## src/rtl/alu_seq.sv

```systemverilog
// rtl/alu_seq.sv - instruction sequencer feeding an external alu, with 4-entry register file and carry flag
module alu_seq #(
  parameter int N = 8
) (
  input  logic         clk,
  input  logic         rst_n,
  input  logic         i_valid,
  output logic         o_ready,
  input  logic [8:0]   i_instr,
  input  logic [N-1:0] i_imm,
  output logic [N-1:0] o_alu_a,
  output logic [N-1:0] o_alu_b,
  output logic [1:0]   o_alu_op,
  input  logic [N-1:0] i_alu_out,
  input  logic         i_alu_carry,
  output logic         o_res_valid,
  input  logic         i_res_ready,
  output logic [N-1:0] o_result,
  output logic         o_carry
);

  localparam int REGS = 4;

  typedef enum logic [1:0] {
    IDLE = 2'd0,
    EXEC = 2'd1,
    RESP = 2'd2
  } state_t;

  state_t       state;
  state_t       state_next;
  logic         accept;
  logic         write_back;

  logic [N-1:0] rf [REGS];
  logic         carry_flag;
  logic         kind;
  logic [1:0]   rd;
  logic [N-1:0] imm;
  logic [N-1:0] result;

  always_ff @(posedge clk or negedge rst_n) begin
    if (!rst_n) begin
      state <= IDLE;
    end else begin
      state <= state_next;
    end
  end

  always_comb begin
    state_next  = state;
    o_ready     = 1'b0;
    o_res_valid = 1'b0;
    accept      = 1'b0;
    write_back  = 1'b0;
    case (state)
      IDLE: begin
        o_ready = 1'b1;
        if (i_valid) begin
          accept     = 1'b1;
          state_next = EXEC;
        end
      end
      EXEC: begin
        write_back = 1'b1;
        state_next = RESP;
      end
      RESP: begin
        o_res_valid = 1'b1;
        if (i_res_ready) begin
          state_next = IDLE;
        end
      end
      default: begin
        state_next = IDLE;
      end
    endcase
  end

  // Operands are captured from the pre-accept register contents, so rd == ra/rb
  // aliasing naturally reads the old value.
  always_ff @(posedge clk or negedge rst_n) begin
    if (!rst_n) begin
      for (int i = 0; i < REGS; i++) begin
        rf[i] <= '0;
      end
      carry_flag <= 1'b0;
      kind       <= 1'b0;
      rd         <= 2'd0;
      imm        <= '0;
      result     <= '0;
      o_alu_a    <= '0;
      o_alu_b    <= '0;
      o_alu_op   <= 2'b00;
    end else begin
      if (accept) begin
        kind     <= i_instr[8];
        o_alu_op <= i_instr[7:6];
        rd       <= i_instr[5:4];
        o_alu_a  <= rf[i_instr[3:2]];
        o_alu_b  <= rf[i_instr[1:0]];
        imm      <= i_imm;
      end
      if (write_back) begin
        if (kind) begin
          rf[rd] <= imm;
          result <= imm;
        end else begin
          rf[rd]     <= i_alu_out;
          result     <= i_alu_out;
          carry_flag <= i_alu_carry;
        end
      end
    end
  end

  assign o_result = result;
  assign o_carry  = carry_flag;

endmodule

```

## config.mk

```make
export PLATFORM = sky130hd
export DESIGN_NAME = alu_seq
export DESIGN_NICKNAME = d
export VERILOG_FILES = /design/src/rtl/alu_seq.sv
export SDC_FILE = /design/constraint.sdc
export NUM_CORES = 1
export LEC_CHECK = 0
export CAP_MARGIN = 30
export CORE_MARGIN = 2
export CORE_UTILIZATION = 55
export DETAILED_ROUTE_END_ITERATION = 8
export GPL_ROUTABILITY_DRIVEN = 0
export GPL_TIMING_DRIVEN = 0
export HOLD_SLACK_MARGIN = 0.03
export PLACE_DENSITY = 0.84
export SLEW_MARGIN = 20
export SYNTH_ARGS = -nofsm -noshare
export SYNTH_HDL_FRONTEND = slang
export SYNTH_SLANG_ARGS = --single-unit
```

## constraint.sdc

```tcl
create_clock -name clk -period 2.2 [get_ports clk]
set_input_delay 0.44 -clock clk [delete_from_list [all_inputs] [get_ports clk]]
set_output_delay 0.44 -clock clk [all_outputs]
set_load 0.01 [all_outputs]
```

**Yosys cells after proc, flatten, opt, wreduce, memory -nomap -nowiden**

Index checks and enable logic that the tools add are counted.

- Output and inout port bits: 29
- Logic and storage cells: 49
- Register bits after elaboration: 72
- Bits of input ports: 30

- Magnitude comparators: 4
- Bitwise logic cells: 4
- Multiplexer cells: 20
- Reductions and logical operators: 4
- Equality and inequality tests: 4

Operators by type and width:

| cell | count |
|---|---|
| 32-bit bitwise mux | 2 |
| 8-bit two-way mux | 6 |
| 8-bit binary-select mux with 2-bit select | 2 |
| 32-bit two-way mux | 1 |
| 8-bit demux with 2-bit select | 1 |
| 3-bit greater-or-equal comparator (second input constant) | 3 |
| 2-bit inverter with 3-bit output | 3 |
| 2-bit one-hot mux with 3 select lines | 1 |
| 1-bit two-way mux | 5 |
| 2-bit two-way mux | 2 |
| 2-bit != test (second input constant) | 2 |
| 2-bit AND reduction | 2 |
| 3-bit by 1-bit < comparator with 1-bit output (second input constant) | 1 |
| 2-bit by 1-bit equality test with 1-bit output (second input constant) | 1 |
| 2-bit equality test (second input constant) | 1 |
| 2-bit logical NOT | 1 |
| 1-bit logical AND | 1 |
| 1-bit inverter | 1 |

**Longest topological paths before layout**

Gate-level depths: netlist (run 1).

- Word-level depth: 7
- Mapped depth: 4
- Depth with buffers taken out: 2

**Worst setup path before layout (run 1)**

Ideal clock, no wire load.

- Path type: in2reg
- From: input i_instr[2]
- To: register o_alu_a[0]
- Arrival time: 1.437 ns
- Cell stages on the path: 3
- Required time: 2.075 ns
- Setup time: 0.125 ns
- Setup slack: 0.639 ns
- Buffers on the path: 1
- Cells stage by stage: buf_2 -> mux4_2 -> mux2_2

- Longest elaborated chain between the ends: 4

RTL lines:

| what | RTL line | text |
|---|---|---|
| start, declared | 9 | `input logic [8:0] i_instr,` |
| 2-bit inverter with 3-bit output (implied by the code) | 100 | `o_alu_a <= rf[i_instr[3:2]];` |
| 8-bit binary-select mux with 2-bit select | 100 |  |
| 8-bit two-way mux (implied by the code) (2 in series) | 100 |  |
| end signal, assigned | 100 |  |
| end, declared | 11 | `output logic [N-1:0] o_alu_a,` |

No other way between the ends. The select of a mux whose other input is x is not followed.
A chain may end at the register's enable or synchronous reset.

**Final worst setup path (run 1)**

- From: register state[1]
- To: output o_res_valid

- Longest elaborated chain between the ends: 2

RTL lines:

| what | RTL line | text |
|---|---|---|
| start, declared | 30 | `state_t state;` |
| start signal, assigned | 46 | `state <= state_next;` |
| 2-bit equality test | 56 | `case (state)` |
| 1-bit two-way mux | 56 |  |
| end, declared | 16 | `output logic o_res_valid,` |

No other way between the ends.

==> metrics.cfg, run 1 <==
[grt]
antenna_found_initial=0
grt_use_met3_pct=4.72
top_usage_layer=met2
grt_use_total_pct=21.8
overflow=0
grt_first_pass_wirelength_mm=10.2
grt_max_degree=45
grt_pass1_vias=2110
met1_usage_pct=26.2
grt_util_met2_pct=36.0

[routing]
totalWireLength_mm=6.20
wl_per_cell_um=18.6
vias=1919
drt_iter0_drc=106
dr.pass1.iters=4
drc=0
viasPerCell=5.75
final_antenna_net_count=0

[critical_path]
required_ns=1.76
cp_slowest_stage_delay_ns=0.57
crit_end=o_res_valid
cp_num_buf_inv=2
rr_endpoint=rf[30]
crit_type=reg2out
startpoint=state[1]
end_kind=output pin
path_max_fanout=9
crit_arrival_ns=1.69
cp_num_cells=3
rr_worst_depth=3
r2r_slack_ns=0.52
crit_chain=clkbuf_2 > nor2b_1 > clkdlybuf4s50_1
critPathSlowestCell=clkdlybuf4s50_1
start_kind=flop
r2r_start=state[1]
path_delay_family=buffers and inverters

[clock_network]
numCtsBuffers=9
clockBufferDepth=2
cts.sink_count=72
clkLatencyLatePin_ns=0.34
cts_tree=built
holdBufCountCts=1
cts_root_buf=clkbuf_8
clkTransAtPathRegs_ns=0.07
h-tree-depth=3
cts_setup_buffers=0
ctsResizeCount=0

[synth]
ys_ff_latch=72
netlist_instances=190
syn_avg_cell_area_um2=16.9
synth.net_count=220
synth-seq-area-share_pct=56.3
syn_area_mm2=0.00320
yosysWarningCount=0
ys_types=17

[worst_hold_path]
hold_class=reg2reg

[floorplanning]
die_y_um=80.3
core_area_mm2=0.00557
fp.dieArea_mm2=0.00645
start_util_pct=57.5
rows=27
io_pins=59
die_w_um=80.3

[timing]
tightest_slew_ns=0.671
finalMaxSlewViolations=0
timing.hold.ws_ns=0.503
finalSetupViolations=0
period_share_pct=96.8
maxSlewHeadroom_pct=55.1
finalHoldViolCount=0
rsz0062_at_grt=no
max_freq_mhz=469
clock_skew_ns=0.00632
finalCriticalPeriod_ns=2.13

[final_layout]
seq_area_mm2=0.00180
final_util_pct=73.7
antenna_cells=0
final_net_count=287
multi_input_area_mm2=0.00134
layout-drive-gt1-share_pct=46.6
area_growth_pct=28.2
nFillCells=387

[power]
irDropWorstVdd_uv=958
p_leak_nw=1.71
finalPower_mw=6.04
pwr_density_cell_mw_per_mm2=1470

[job]
maxCapViolations=0

[placed_design]
hpwlAfterDp_mm=4.34
io_buffers=54

[run_status]
outcome=finished clean

cells in the final DEF, fill, tap and decap left out:
cell type,Yosys,routed
buf_1,2,2
clkbuf_8,0,10
bufinv_16,0,3
nor3b_2,1,1
nor4b_4,1,1
clkbuf_1,1,2
buf_2,9,9
a21o_1,1,1
nor2_1,1,1
buf_4,0,1
clkinv_4,0,1
clkdlybuf4s50_1,0,53
clkbuf_2,1,1
mux4_2,16,16
buf_12,0,1
nor4bb_1,2,2
dlygate4sd3_1,0,1
inv_1,1,1
and4b_1,1,1
nor3b_1,1,1
mux2_1,1,1
nor2b_1,2,2
mux2_2,77,77
dfrtp_1,72,72
clkinv_2,0,1
registers in the layout, summed over array words and instances (netlist names):
name	flops
o_alu_op	2
o_alu_b	8
rf	32
kind	1
imm	8
rd	2
o_carry	1
o_result	8
state	2
o_alu_a	8
cell type report:
class                   count  area share (%)
well taps                  72            2.19
repair buffers             56            13.8
plain buffers              13            1.49
inverters                   1          0.0914
flip-flops and latches     72            43.9
multi-input cells         104            32.5
clock buffers              11            3.44
clock inverters             5            2.53
through the flow:
step	setup TNS, ns	setup slack, ns	instance area (µm²)	cells
6_report	0	0.0694	4110	334
3_3_place_gp	-125.38	-1.75	3830	316
4_1_cts	0	0.0577	4110	334
3_5_place_dp	0	0.289	3850	317
2_1_floorplan	0	0.639	3200	190
5_1_grt	0	0.00504	4110	334
kinds of logic after synthesis:
logic type,after synthesis,synth area share [%]
AOI/OAI and AO/OA,1,0.234
buffers and inverters,14,2.03
DFF,72,56.3
muxes,94,38.7
and+or+nand+nor,9,2.81
Yosys cell counts, drive strengths merged:
cell type | instances | area, µm²
nor4bb | 2 | 20.0
nor3b | 2 | 20.0
a21o | 1 | 7.51
dfrtp | 72 | 1800
nor4b | 1 | 23.8
clkbuf | 2 | 8.75
inv | 1 | 3.75
mux4 | 16 | 360
and4b | 1 | 10.0
mux2 | 78 | 878
nor2 | 1 | 3.75
nor2b | 2 | 12.5
buf | 11 | 52.6
worst min path at each step:
stage,end,from,slack [ns],depth (start not counted)
final,o_alu_op[1],o_alu_op[1],0.50,1
after global routing,o_alu_b[2],o_alu_b[2],0.52,1
after CTS,o_alu_op[1],o_alu_op[1],0.51,1
after detailed placement,o_alu_b[5],rst_n,0.39,1
after global placement,o_alu_op[1],o_alu_op[1],0.47,1
after floorplan,imm[0],rst_n,0.14,0
metal layers:
metal	vias up	part of all wire, %
li1	841	-
met1	1003	43
met2	58	50
met3	17	4.4
met4	0	2.8
met5	-	0
where the power goes:
group,leakage (nW),internal (mW),total (mW),switching [mW]
registers,0.865,2.00,2.42,0.420
clock network,0.124,0.785,1.26,0.479
logic,0.726,1.51,2.36,0.847
total,1.71,4.29,6.04,1.75
Power figures use the tool's default switching activity.
==> run 2, diff against run 1 <==
--- a/config.mk
+++ b/config.mk
@@ -11,3 +11,2 @@
 export DETAILED_ROUTE_END_ITERATION = 8
-export GPL_ROUTABILITY_DRIVEN = 0
 export GPL_TIMING_DRIVEN = 0
==> constraint.sdc (replaced) <==
create_clock -name clk -period 2.6 [get_ports clk]
set_input_delay 0.78 -clock clk [delete_from_list [all_inputs] [get_ports clk]]
set_output_delay 0.78 -clock clk [all_outputs]
set_load 0.01 [all_outputs]
==> run 2 against run 1 <==
Final cell count shrank 0.30%. Clock-buffer cell count is the same. Routed wire length grew 0.15%. Final area shrank 0.24%. Flip-flop and latch count is the same. Critical path depth is the same. Global-route usage is the same. Sequential share of layout area grew 0.11 points. Combinational power shrank 16%. Worst setup slack gained 0.053 ns. Largest cell class unchanged. Largest power group unchanged. Highest routed layer unchanged.
==> metrics.cfg, run 2 (same netlist as run 1, synthesis figures left out) <==
[critical_path]
r2r_start=state[1]
crit_type=reg2out
cp_slowest_stage_delay_ns=0.57  ; about the same
rr_endpoint=rf[30]
critPathSlowestCell=clkdlybuf4s50_1
rr_worst_depth=3  ; unchanged
r2r_slack_ns=0.91  ; +0.39 ns
crit_arrival_ns=1.70  ; about the same
startpoint=state[1]
required_ns=1.82  ; +0.06 ns
path_max_fanout=9  ; unchanged
crit_chain=clkbuf_2 > nor2b_1 > clkdlybuf4s50_1
start_kind=flop
end_kind=output pin

[timing]
maxSlewHeadroom_pct=55.1  ; about the same
max_freq_mhz=404
timing.hold.ws_ns=0.349  ; -0.154 ns
finalCriticalPeriod_ns=2.48
fin_ws_ns=0.122  ; +0.0528 ns
rsz0062_at_grt=no
finalHoldViolCount=0  ; unchanged
finalMaxSlewViolations=0  ; unchanged
period_share_pct=95.3
clock_skew_ns=0.00739  ; +0.00107 ns
tightest_slew_ns=0.671  ; +0.0000840 ns
finalSetupViolations=0  ; unchanged

[floorplanning]
start_util_pct=57.5  ; unchanged
die_y_um=80.3  ; unchanged
rows=27  ; unchanged
die_w_um=80.3  ; unchanged
core_area_mm2=0.00557  ; unchanged
fp.dieArea_mm2=0.00645  ; unchanged
io_pins=59  ; unchanged

[final_layout]
largest_register_ffs=32  ; unchanged
antenna_cells=0  ; unchanged
layout_common_cells=mux2_2, dfrtp_1, clkdlybuf4s50_1, mux4_2, clkbuf_8
layout_commonest_cell=mux2_2
area_growth_pct=27.9
final_net_count=286  ; -0.35%
largest_register=rf
layout-drive-gt1-share_pct=46.7  ; +0.18 points

[routing]
drt_iter0_drc=99  ; -6.6%
vias=1904  ; -0.78%
totalWireLength_mm=6.21  ; +0.15%
final_antenna_net_count=0  ; unchanged
drc=0  ; unchanged
wl_per_cell_um=18.6  ; +0.45%
viasPerCell=5.72  ; -0.48%
dr.pass1.iters=4  ; unchanged

[placed_design]
pre_cts_slack_ns=0.349  ; +0.0600 ns
gp_congestion=0.751
io_buffers=54  ; unchanged
hpwlAfterDp_mm=4.34  ; unchanged

[clock_network]
h-tree-depth=3  ; unchanged
holdBufCountCts=0  ; -1
cts_tree=built
cts_setup_buffers=0  ; unchanged
clkTransAtPathRegs_ns=0.08  ; about the same
cts_root_buf=clkbuf_8
cts.sink_count=72  ; unchanged
clkLatencyLatePin_ns=0.34  ; about the same
numCtsBuffers=9  ; unchanged
ctsResizeCount=0  ; unchanged
clockBufferDepth=2  ; unchanged

[worst_hold_path]
hold_class=in2async

[run_status]
outcome=finished clean

[power]
irDropWorstVdd_uv=816  ; -15%
pwr_density_cell_mw_per_mm2=1250  ; -15%
p_leak_nw=1.71  ; -0.24%

[grt]
antenna_found_initial=0  ; unchanged
grt_use_total_pct=21.8  ; unchanged
grt_first_pass_wirelength_mm=10.2  ; unchanged
overflow=0  ; unchanged
grt_pass1_vias=2110  ; unchanged
grt_max_degree=45  ; unchanged

[job]
maxCapViolations=0  ; unchanged

## run 2: cell types whose count changed in the layout (fill, tap and decap cells not counted), sizes merged
cell and change:
dlygate4sd3 -1
## run 2: how the worst max path moves through the flow
stage	end	slack, ns	cells past startpoint
floorplan	o_alu_a[0]	0.70	3
global placement	o_result[0]	-1.69	1
detailed placement	imm[5]	0.35	4
CTS	o_res_valid	0.12	3
global route	o_res_valid	0.07	3
finish	o_res_valid	0.12	3
## run 2: power breakdown
group / internal [mW] / switching (mW)
Sequential: 1.69 / 0.353
Combinational: 1.28 / 0.717
Clock: 0.664 / 0.409
Total: 3.63 / 1.48
## run 2: critical path, delay by kind of cell (launching register included)
family	cells	cell delay (ns)
DFF	1	0.33
and+or+nand+nor	1	0.24
buffers and inverters	2	0.79
## run 2: metrics by stage
stage / util, % / instances / instance area (µm²) / total power [mW] / TNS [ns]
6_report: 73.5 / 333 / 4100 / 5.11 / 0
5_1_grt: 73.5 / 333 / 4100 / 5.39 / 0
4_1_cts: 73.5 / 333 / 4100 / 5.15 / 0
3_5_place_dp: 69.1 / 317 / 3850 / 4.07 / 0
3_3_place_gp: 68.8 / 316 / 3830 / 3.97 / -121.06
2_1_floorplan: - / 190 / 3200 / 3.24 / 0
## run 2: final cells by class
type                    count  area [µm²]
flip-flops and latches     72        1800
fillers                   386        1480
multi-input cells         104        1340
repair buffers             55         558
clock buffers              11         141
clock inverters             5         104
well taps                  72        90.1
plain buffers              13        61.3
inverters                   1        3.75
## run 2: layer usage
layer  wire length (µm)  GRT usage [%]  vias to the layer above
met5                  0              0                        -
met1               2670           26.2                      990
li1                   -              -                      839
met4                175           13.1                        0
met3                272           4.72                       17
met2               3090           36.0                       58
==> run 3, diff against run 2 <==
HOLD_SLACK_MARGIN = 0.08   (was 0.03)
RECOVER_POWER = 100   (was unset)
==> run 3 against run 2 <==
The run now ends with max-capacitance violations, max-slew violations left. Routed wire length decreased by 0.43%. Combinational power decreased by 6%. Final cell count unchanged. Highest routed layer unchanged.
==> metrics.cfg, run 3 (same netlist as run 1, synthesis figures left out) <==
[clock_network]
ctsResizeCount=0  ; unchanged
cts_root_buf=clkbuf_8
numCtsBuffers=9  ; unchanged
cts_tree=built
clkTransAtPathRegs_ns=0.08  ; about the same
clockBufferDepth=2  ; unchanged
holdBufCountCts=0  ; unchanged
cts_setup_buffers=0  ; unchanged
h-tree-depth=3  ; unchanged
clkLatencyLatePin_ns=0.34  ; about the same
cts.sink_count=72  ; unchanged

[critical_path]
crit_arrival_ns=1.72  ; +0.02 ns
crit_type=reg2out
crit_chain=clkbuf_2 > nor2b_1 > dlygate4sd3_1
critPathSlowestCell=dlygate4sd3_1
required_ns=1.82  ; about the same
start_kind=flop
path_max_fanout=9  ; unchanged
cp_slowest_stage_delay_ns=0.63  ; +0.06 ns
end_kind=output pin

[floorplanning]
core_area_mm2=0.00557  ; unchanged
die_w_um=80.3  ; unchanged
die_y_um=80.3  ; unchanged
io_pins=59  ; unchanged
rows=27  ; unchanged
start_util_pct=57.5  ; unchanged
fp.dieArea_mm2=0.00645  ; unchanged

[placed_design]
dpl_cell_area_mm2=0.00385  ; unchanged
hpwlAfterDp_mm=4.34  ; unchanged
placed_cells=317  ; unchanged
io_buffers=54  ; unchanged
gp_congestion=0.751  ; unchanged

[final_layout]
layout_common_cells=dfrtp_1, mux2_2, dlygate4sd3_1, clkdlybuf4s50_1, mux4_2
layout-drive-gt1-share_pct=41.4  ; -5.4 points
final_util_pct=73.1  ; -0.40 points
layout_commonest_cell=dfrtp_1
nFillCells=394  ; +2.1%
area_growth_pct=27.2
final_net_count=286  ; unchanged
largest_register_ffs=32  ; unchanged
antenna_cells=0  ; unchanged
design_area_mm2=0.00407  ; -0.55%
fin_cells=333  ; unchanged
largest_register=rf

[worst_hold_path]
hold_class=reg2reg

[timing]
finalHoldViolCount=0  ; unchanged
timing.hold.ws_ns=0.495  ; +0.146 ns
tightest_slew_ns=1.58  ; +0.909 ns
finalCriticalPeriod_ns=2.50  ; +0.0206 ns
max_freq_mhz=400  ; -0.83%
finalMaxSlewViolations=29  ; +29
period_share_pct=96.1  ; +0.79 points
finalSetupViolations=0  ; unchanged
maxSlewHeadroom_pct=-5.36  ; -60 points
rsz0062_at_grt=no
clock_skew_ns=0.00743  ; +0.0000457 ns

[routing]
wl_per_cell_um=18.6  ; -0.43%
drt_iter0_drc=66  ; -33%
viasPerCell=5.76  ; +0.68%
final_antenna_net_count=0  ; unchanged
totalWireLength_mm=6.18  ; -0.43%
vias=1917  ; +0.68%
drc=0  ; unchanged
dr.pass1.iters=4  ; unchanged

[power]
netSwitchingFraction_pct=29.4  ; +0.44 points
seqPwrFrac_pct=40.7  ; +0.7 points
combPwrFrac_pct=37.7  ; -1.3 points
pwr_density_cell_mw_per_mm2=1220  ; -2.1%
p_leak_nw=1.71  ; about the same
internal_power_mw=3.51  ; -3.2%
netSwitchingPower_mw=1.46  ; -1.1%
p_clk_share_pct=21.6  ; +0.6 points
irDropWorstVdd_uv=797  ; -2.4%
finalPower_mw=4.98  ; -2.6%

[job]
maxCapViolations=1  ; +1

[grt]
grt_use_total_pct=21.8  ; unchanged
antenna_found_initial=0  ; unchanged
grt_max_degree=45  ; unchanged
overflow=0  ; unchanged
grt_first_pass_wirelength_mm=10.2  ; unchanged
grt_pass1_vias=2110  ; unchanged

[run_status]
violations=max-capacitance violations, max-slew violations
outcome=finished with violations

-- run 3: worst max-delay path: cells and delay by family (launching register included) --
kind          cells  cell delay (ns)
buf+inv           2             0.83
flops             1             0.33
simple gates      1             0.22
-- run 3: power by group through the flow --
stage	sequential [mW]	clock (mW)	combinational (mW)
4_1_cts	2.05	1.09	2.02
3_5_place_dp	2.06	0	2.01
2_1_floorplan	2.07	0	1.17
6_report	2.03	1.07	1.88
5_1_grt	2.10	1.13	2.02
3_3_place_gp	2.02	0	1.95
-- run 3: cell type report --
| cell class | count | area [µm²] | area share [%] |
|---|---|---|---|
| buffer | 13 | 56.3 | 1.38 |
| clock buffer | 11 | 141 | 3.47 |
| clock inverter | 5 | 104 | 2.55 |
| inverter | 1 | 3.75 | 0.0921 |
| multi-input combinational | 104 | 1320 | 32.5 |
| sequential | 72 | 1800 | 44.2 |
| tap | 72 | 90.1 | 2.21 |
| timing repair buffer | 55 | 554 | 13.6 |
-- run 3: through the flow --
stage | worst slack, ns | TNS [ns]
2_1_floorplan | 0.699 | 0
3_3_place_gp | -1.69 | -121.06
3_5_place_dp | 0.349 | 0
4_1_cts | 0.118 | 0
5_1_grt | 0.0460 | 0
6_report | 0.102 | 0
-- run 3: worst paths after layout --
| check | slack (ns) | depth (start not counted) | to | startpoint |
|---|---|---|---|---|
| min in group asynchronous | 0.82 | 1 | o_alu_b[5] | rst_n |
| worst max register to register | 0.62 | 3 | rf[30] | state[1] |
| worst max-delay path | 0.10 | 3 | o_res_valid | state[1] |
| max in group asynchronous | 0.85 | 2 | rf[6] | rst_n |
| worst min-delay path | 0.50 | 1 | o_alu_op[1] | o_alu_op[1] |
| worst min register to register | 0.50 | 1 | o_alu_op[1] | o_alu_op[1] |
-- run 3: layer usage --
metal,up-vias,GRT usage [%],part of all wire [%]
met5,-,0,0
met4,0,13.1,2.7
met3,17,4.72,4.4
met2,56,36.0,50
met1,999,26.2,43
li1,845,-,-
